File: src/rtl/fifo_pkg.sv
// Shared types and helpers for the programmable synchronous FIFO.
// Pointer wrap and counter sizing are done here so the arbitrary-depth logic stays in one place.
package fifo_pkg;

  typedef struct packed {
    logic full;
    logic empty;
    logic almostfull;
    logic almostempty;
  } fifo_flags_t;

  function automatic int calc_cnt_w(input int depth);
    return $clog2(depth + 1);
  endfunction

  // Explicit wrap at depth-1 so non-power-of-2 depths never reach unused slots.
  function automatic int unsigned next_ptr(input int unsigned ptr, input int unsigned depth);
    return (ptr == depth - 1) ? 32'd0 : ptr + 32'd1;
  endfunction

endpackage

File: src/rtl/fifo_mem.sv
// Storage array for fifo_sync_prog: one write port and one registered read port.
// The array itself is never reset; only the read register is.
module fifo_mem #(
  parameter int WIDTH = 16,
  parameter int DEPTH = 8,
  parameter int AW    = 3
) (
  input  logic             clk,
  input  logic             rst,
  input  logic             wr_en_i,
  input  logic [AW-1:0]    wr_addr_i,
  input  logic [WIDTH-1:0] wr_data_i,
  input  logic             rd_en_i,
  input  logic [AW-1:0]    rd_addr_i,
  output logic [WIDTH-1:0] rd_data_o
);

  logic [WIDTH-1:0] mem_q [DEPTH];
  logic [WIDTH-1:0] rd_data_q;

  always_ff @(posedge clk) begin
    if (wr_en_i) mem_q[wr_addr_i] <= wr_data_i;
  end

  always_ff @(posedge clk or posedge rst) begin
    if (rst)          rd_data_q <= '0;
    else if (rd_en_i) rd_data_q <= mem_q[rd_addr_i];
  end

  assign rd_data_o = rd_data_q;

endmodule

File: src/rtl/fifo_sync_prog.sv
// Synchronous FIFO with arbitrary depth, occupancy count, programmable thresholds and flush.
// Define FIFO_PARITY_EN to store an even-parity bit per entry and flag read-side mismatches.
module fifo_sync_prog
  import fifo_pkg::*;
#(
  parameter int FIFO_WIDTH = 16,
  parameter int FIFO_DEPTH = 8,
  parameter int CNT_W      = calc_cnt_w(FIFO_DEPTH)
) (
  input  logic                  clk,
  input  logic                  rst,
  input  logic                  flush,
  input  logic                  wr_en,
  input  logic [FIFO_WIDTH-1:0] data_in,
  input  logic                  rd_en,
  output logic [FIFO_WIDTH-1:0] data_out,
  output logic                  wr_ack,
  output logic                  overflow,
  output logic                  underflow,
  input  logic [CNT_W-1:0]      af_level,
  input  logic [CNT_W-1:0]      ae_level,
  output logic [CNT_W-1:0]      count,
  output logic                  full,
  output logic                  empty,
  output logic                  almostfull,
  output logic                  almostempty,
  output logic                  parity_err
);

  localparam int PTR_W = $clog2(FIFO_DEPTH);
`ifdef FIFO_PARITY_EN
  localparam int MEM_W = FIFO_WIDTH + 1;
`else
  localparam int MEM_W = FIFO_WIDTH;
`endif

  logic [PTR_W-1:0] wr_ptr_q, wr_ptr_d;
  logic [PTR_W-1:0] rd_ptr_q, rd_ptr_d;
  logic [CNT_W-1:0] count_q, count_d;
  logic             wr_ack_q, wr_ack_d;
  logic             overflow_q, overflow_d;
  logic             underflow_q, underflow_d;
  logic             wr_acc, rd_acc;
  logic [MEM_W-1:0] wr_word, rd_word;
  fifo_flags_t      flags;

  assign flags.full        = (count_q == CNT_W'(FIFO_DEPTH));
  assign flags.empty       = (count_q == '0);
  assign flags.almostfull  = (count_q >= af_level);
  assign flags.almostempty = (count_q <= ae_level);

  // Flush masks both requests; a read when full frees the slot for a same-cycle write.
  assign wr_acc = !flush && wr_en && (!flags.full || rd_en);
  assign rd_acc = !flush && rd_en && !flags.empty;

  always_comb begin
    wr_ptr_d    = wr_ptr_q;
    rd_ptr_d    = rd_ptr_q;
    count_d     = count_q;
    wr_ack_d    = wr_acc;
    overflow_d  = !flush && wr_en && flags.full && !rd_en;
    underflow_d = !flush && rd_en && flags.empty;
    if (flush) begin
      wr_ptr_d = '0;
      rd_ptr_d = '0;
      count_d  = '0;
    end else begin
      if (wr_acc) wr_ptr_d = PTR_W'(next_ptr(32'(wr_ptr_q), FIFO_DEPTH));
      if (rd_acc) rd_ptr_d = PTR_W'(next_ptr(32'(rd_ptr_q), FIFO_DEPTH));
      case ({wr_acc, rd_acc})
        2'b10:   count_d = count_q + 1'b1;
        2'b01:   count_d = count_q - 1'b1;
        default: count_d = count_q;
      endcase
    end
  end

  always_ff @(posedge clk or posedge rst) begin
    if (rst) begin
      wr_ptr_q    <= '0;
      rd_ptr_q    <= '0;
      count_q     <= '0;
      wr_ack_q    <= 1'b0;
      overflow_q  <= 1'b0;
      underflow_q <= 1'b0;
    end else begin
      wr_ptr_q    <= wr_ptr_d;
      rd_ptr_q    <= rd_ptr_d;
      count_q     <= count_d;
      wr_ack_q    <= wr_ack_d;
      overflow_q  <= overflow_d;
      underflow_q <= underflow_d;
    end
  end

`ifdef FIFO_PARITY_EN
  assign wr_word    = {^data_in, data_in};
  // Stored bit makes the whole word even; any odd result is a corrupted entry.
  assign parity_err = ^rd_word;
`else
  assign wr_word    = data_in;
  assign parity_err = 1'b0;
`endif

  fifo_mem #(
    .WIDTH (MEM_W),
    .DEPTH (FIFO_DEPTH),
    .AW    (PTR_W)
  ) u_mem (
    .clk       (clk),
    .rst       (rst),
    .wr_en_i   (wr_acc),
    .wr_addr_i (wr_ptr_q),
    .wr_data_i (wr_word),
    .rd_en_i   (rd_acc),
    .rd_addr_i (rd_ptr_q),
    .rd_data_o (rd_word)
  );

  assign data_out    = rd_word[FIFO_WIDTH-1:0];
  assign wr_ack      = wr_ack_q;
  assign overflow    = overflow_q;
  assign underflow   = underflow_q;
  assign count       = count_q;
  assign full        = flags.full;
  assign empty       = flags.empty;
  assign almostfull  = flags.almostfull;
  assign almostempty = flags.almostempty;

endmodule

File: config.mk
export PLATFORM = sky130hd
export DESIGN_NAME = fifo_sync_prog
export DESIGN_NICKNAME = d
export VERILOG_FILES = /design/src/rtl/fifo_pkg.sv /design/src/rtl/fifo_mem.sv /design/src/rtl/fifo_sync_prog.sv
export SDC_FILE = /design/constraint.sdc
export NUM_CORES = 1
export LEC_CHECK = 0
export BUFFER_PORTS_ARGS = -buffer_cell sky130_fd_sc_hd__buf_2
export CORE_MARGIN = 2
export CORE_UTILIZATION = 29
export CTS_CLUSTER_DIAMETER = 150
export DETAILED_ROUTE_END_ITERATION = 8
export GPL_TIMING_DRIVEN = 0
export HOLD_SLACK_MARGIN = 0.06
export PLACE_DENSITY = 0.41
export SYNTH_ARGS = -nofsm -noshare
export SYNTH_HDL_FRONTEND = slang
export SYNTH_HIERARCHICAL = 1
export SYNTH_SLANG_ARGS = --single-unit
File: constraint.sdc
create_clock -name clk -period 7.1 [get_ports clk]
set_input_delay 0.355 -clock clk [delete_from_list [all_inputs] [get_ports clk]]
set_output_delay 0.355 -clock clk [all_outputs]
set_load 0.05 [all_outputs]
==> results.toml <==
[run_status]
status = "completed"

[yosys]
synthFlopType = "edfxtp_1"
yosysTopAreaCellShare_pct = 57.41
synth_mux_area_share_pct = 7.812
ys_types = 45
synth_fa_ha_area_share_pct = 2.616
netlist_instances = 437
synth_top_area_cell = "edfxtp_1"
synth_top_family_by_area = "compound AO/OA/AOI/OAI gates"
syn_nets = 480
synth-simple-area-share_pct = 8.597
seq_area_frac_synth_pct = 68.25
async_flop_share_pct = 18.47
avgSynthCellArea_um2 = 15.32
synth_area_um2 = 6695
synth_top_cells_by_area = "edfxtp_1 (57%), dfrtp_1 (11%), mux2i_1 (7.5%), nor2b_1 (3.3%), ha_1 (2.6%)"
ys_ff_latch = 157
yosys_warnings = 6
synth_edf_count = 128
synth-compound-area-share_pct = 9.269
synthXorXnorAreaFrac_pct = 0

[sta]
worstMarginPinSlew_ps = 907.4
fin_tns_setup_ps = 0
fmax_ghz = 0.3238
fin_worst_skew_ps = 6.063
relSlewSlack_pct = 39.44
setup_violations = 0
hold_violations = 0
rsz0062_at_grt = "false"
layout_min_cycle_time_ps = 3088
drv_slew = 0
fin_crit_sh_pct = 43.50

[layout]
area_growth_pct = 21.19
postLayoutCoreUtil_pct = 35.84
antennaDiodeCount = 0
drive_above_1_share_pct = 23.26
regArea_um2 = 4569
fillers = 2172
nNetsFinal = 563
mostFrequentLayoutCells = "edfxtp_1 (128), buf_2 (55), mux2i_1 (50)"
multiInputGateArea_um2 = 1923
final_common_cell = "edfxtp_1"

[global_routing]
antenna_found_initial = 0
grt_usage_pct = 14.12
grt_pass1_vias = 3995
grt_pass1_wl_mm = 24.58
grt_max_degree = 17
grt-ovfl-total = 0

[power]
worst_ir_drop_vdd_v = 0.0001464
power_density_nw_per_um2 = 356.2
p_total_uw = 2891
p_leak_uw = 0.003050

[placement]
io_buffers = 54
globalplace.congestion = 0.7497
dp_hpwl_mm = 10.91

[drt]
viasPerCell = 4.776
ant_nets = 0
drt_wl_total_mm = 16.48
vias = 3907
wire_per_inst_um = 20.15
first_pass_iters = 6
drc = 0
drt_iter0_drc = 349

[setup_path]
required_ps = 7460
worstSetupEndpointType = "flip-flop"
worstPathArrival_ps = 3440
critPathMaxFanout = 11
critPathLaunchType = "flip-flop"
path_class = "flip-flop to flip-flop"

[cts]
cts_max_path_buffers = 2
ctsHtreeMaxLevel = 4
clkLatencyLatePin_ps = 420
cts_tree = "built"
cts_resized = 0
cts_buffers = 17
root_buffer = "clkbuf_16"
cts_setup_buffers = 0
cts_hold_buf = 1
cts.sinks = 157
clkSlewWorstSetupHoldPaths_ps = 60

[run]
cap_viol_max_count = 0

[floorplan]
initial_core_util_pct = 29.57
core_um2 = 22640
dieArea_um2 = 24320
boundaryPins = 57
die_h_um = 155.9
die_x_um = 155.9
std_cell_rows = 55

[worst_hold_path]
hold_path.class = "input port to flip-flop"
==> metrics by stage <==
| step | area, um^2 | instances | setup slack, ps | hold WS [ps] |
|---|---|---|---|---|
| 2_1_floorplan | 6695 | 437 | 4207 | 232.0 |
| 3_3_place_gp | 7322 | 776 | 2910 | 431.2 |
| 3_5_place_dp | 7508 | 785 | 3968 | 454.5 |
| 4_1_cts | 8114 | 818 | 3936 | 179.7 |
| 5_1_grt | 8114 | 818 | 3817 | 201.2 |
| 6_report | 8114 | 818 | 4012 | 201.9 |
==> registers in the layout, summed over array words and instances, names as in the netlist <==
register         cells
u_mem/rd_data_o     16
count                4
overflow             1
wr_ptr_q             3
rd_ptr_q             3
underflow            1
u_mem/mem_q        128
wr_ack               1
==> cell type report <==
| class | count | area share (%) |
|---|---|---|
| multi-input cells | 243 | 23.70 |
| plain buffers | 26 | 2.236 |
| clock buffers | 18 | 5.289 |
| inverters | 11 | 0.5705 |
| flip-flops and latches | 157 | 56.31 |
| clock inverters | 14 | 2.051 |
| well taps | 285 | 4.395 |
| repair buffers | 64 | 5.443 |
==> critical path: stages, from the launching register on <==
cell and delay (ps):
dfrtp_1 430, buf_6 160, or4_4 180, clkinv_4 90, nor2_1 670, clkbuf_1 660
clkbuf_1 570, a41o_1 260
==> worst paths after layout <==
check | startpoint | to | slack, ps | cells past startpoint
max in group asynchronous | rst | u_mem/rd_data_o[6] | 5850 | 3
worst min register to register | rd_ptr_q[2] | rd_ptr_q[2] | 570 | 2
worst max-delay path | count[1] | u_mem/rd_data_o[14] | 4010 | 7
min in group asynchronous | rst | wr_ptr_q[1] | 540 | 3
worst min-delay path | data_in[13] | u_mem/mem_q[0][13] | 200 | 1
worst max register to register | count[1] | u_mem/rd_data_o[14] | 4010 | 7
==> cells by family after synthesis <==
| logic type | Yosys count |
|---|---|
| buffers and inverters | 37 |
| other | 1 |
| multiplexers | 51 |
| flip-flops | 157 |
| adder cells (fa/ha/maj) | 14 |
| AO/OA/AOI/OAI | 76 |
| AND/OR/NAND/NOR | 101 |
==> report_power, final <==
group | switching (uW) | internal (uW) | total [uW]
sequential | 49.5 | 1070 | 1120
clock | 366 | 553 | 920
combinational | 566 | 289 | 856
total | 982 | 1910 | 2890
==> layer usage <==
layer  track usage (%)  share of wire (%)
met1             19.18                 48
met2             22.48                 47
met3             3.083                3.5
met4             4.762                1.4
met5                 0                  0
==> cells in the mapped netlist (2+ instances only) <==
cell type    n
ha_1        14
o21ai_0      3
a41o_1      16
nor2_1      17
a211o_1     17
buf_4        8
buf_6        7
a22oi_1     16
mux2i_1     50
nor2b_1     35
nor3_1       6
dfrtp_1     29
a21oi_1      6
o21a_1       3
nand3_1     19
nand2b_1     9
a21o_1       4
clkbuf_1     9
edfxtp_1   128
inv_1       10
o21ai_1      2
nand2_1      6
Power figures use the tool's default switching activity.
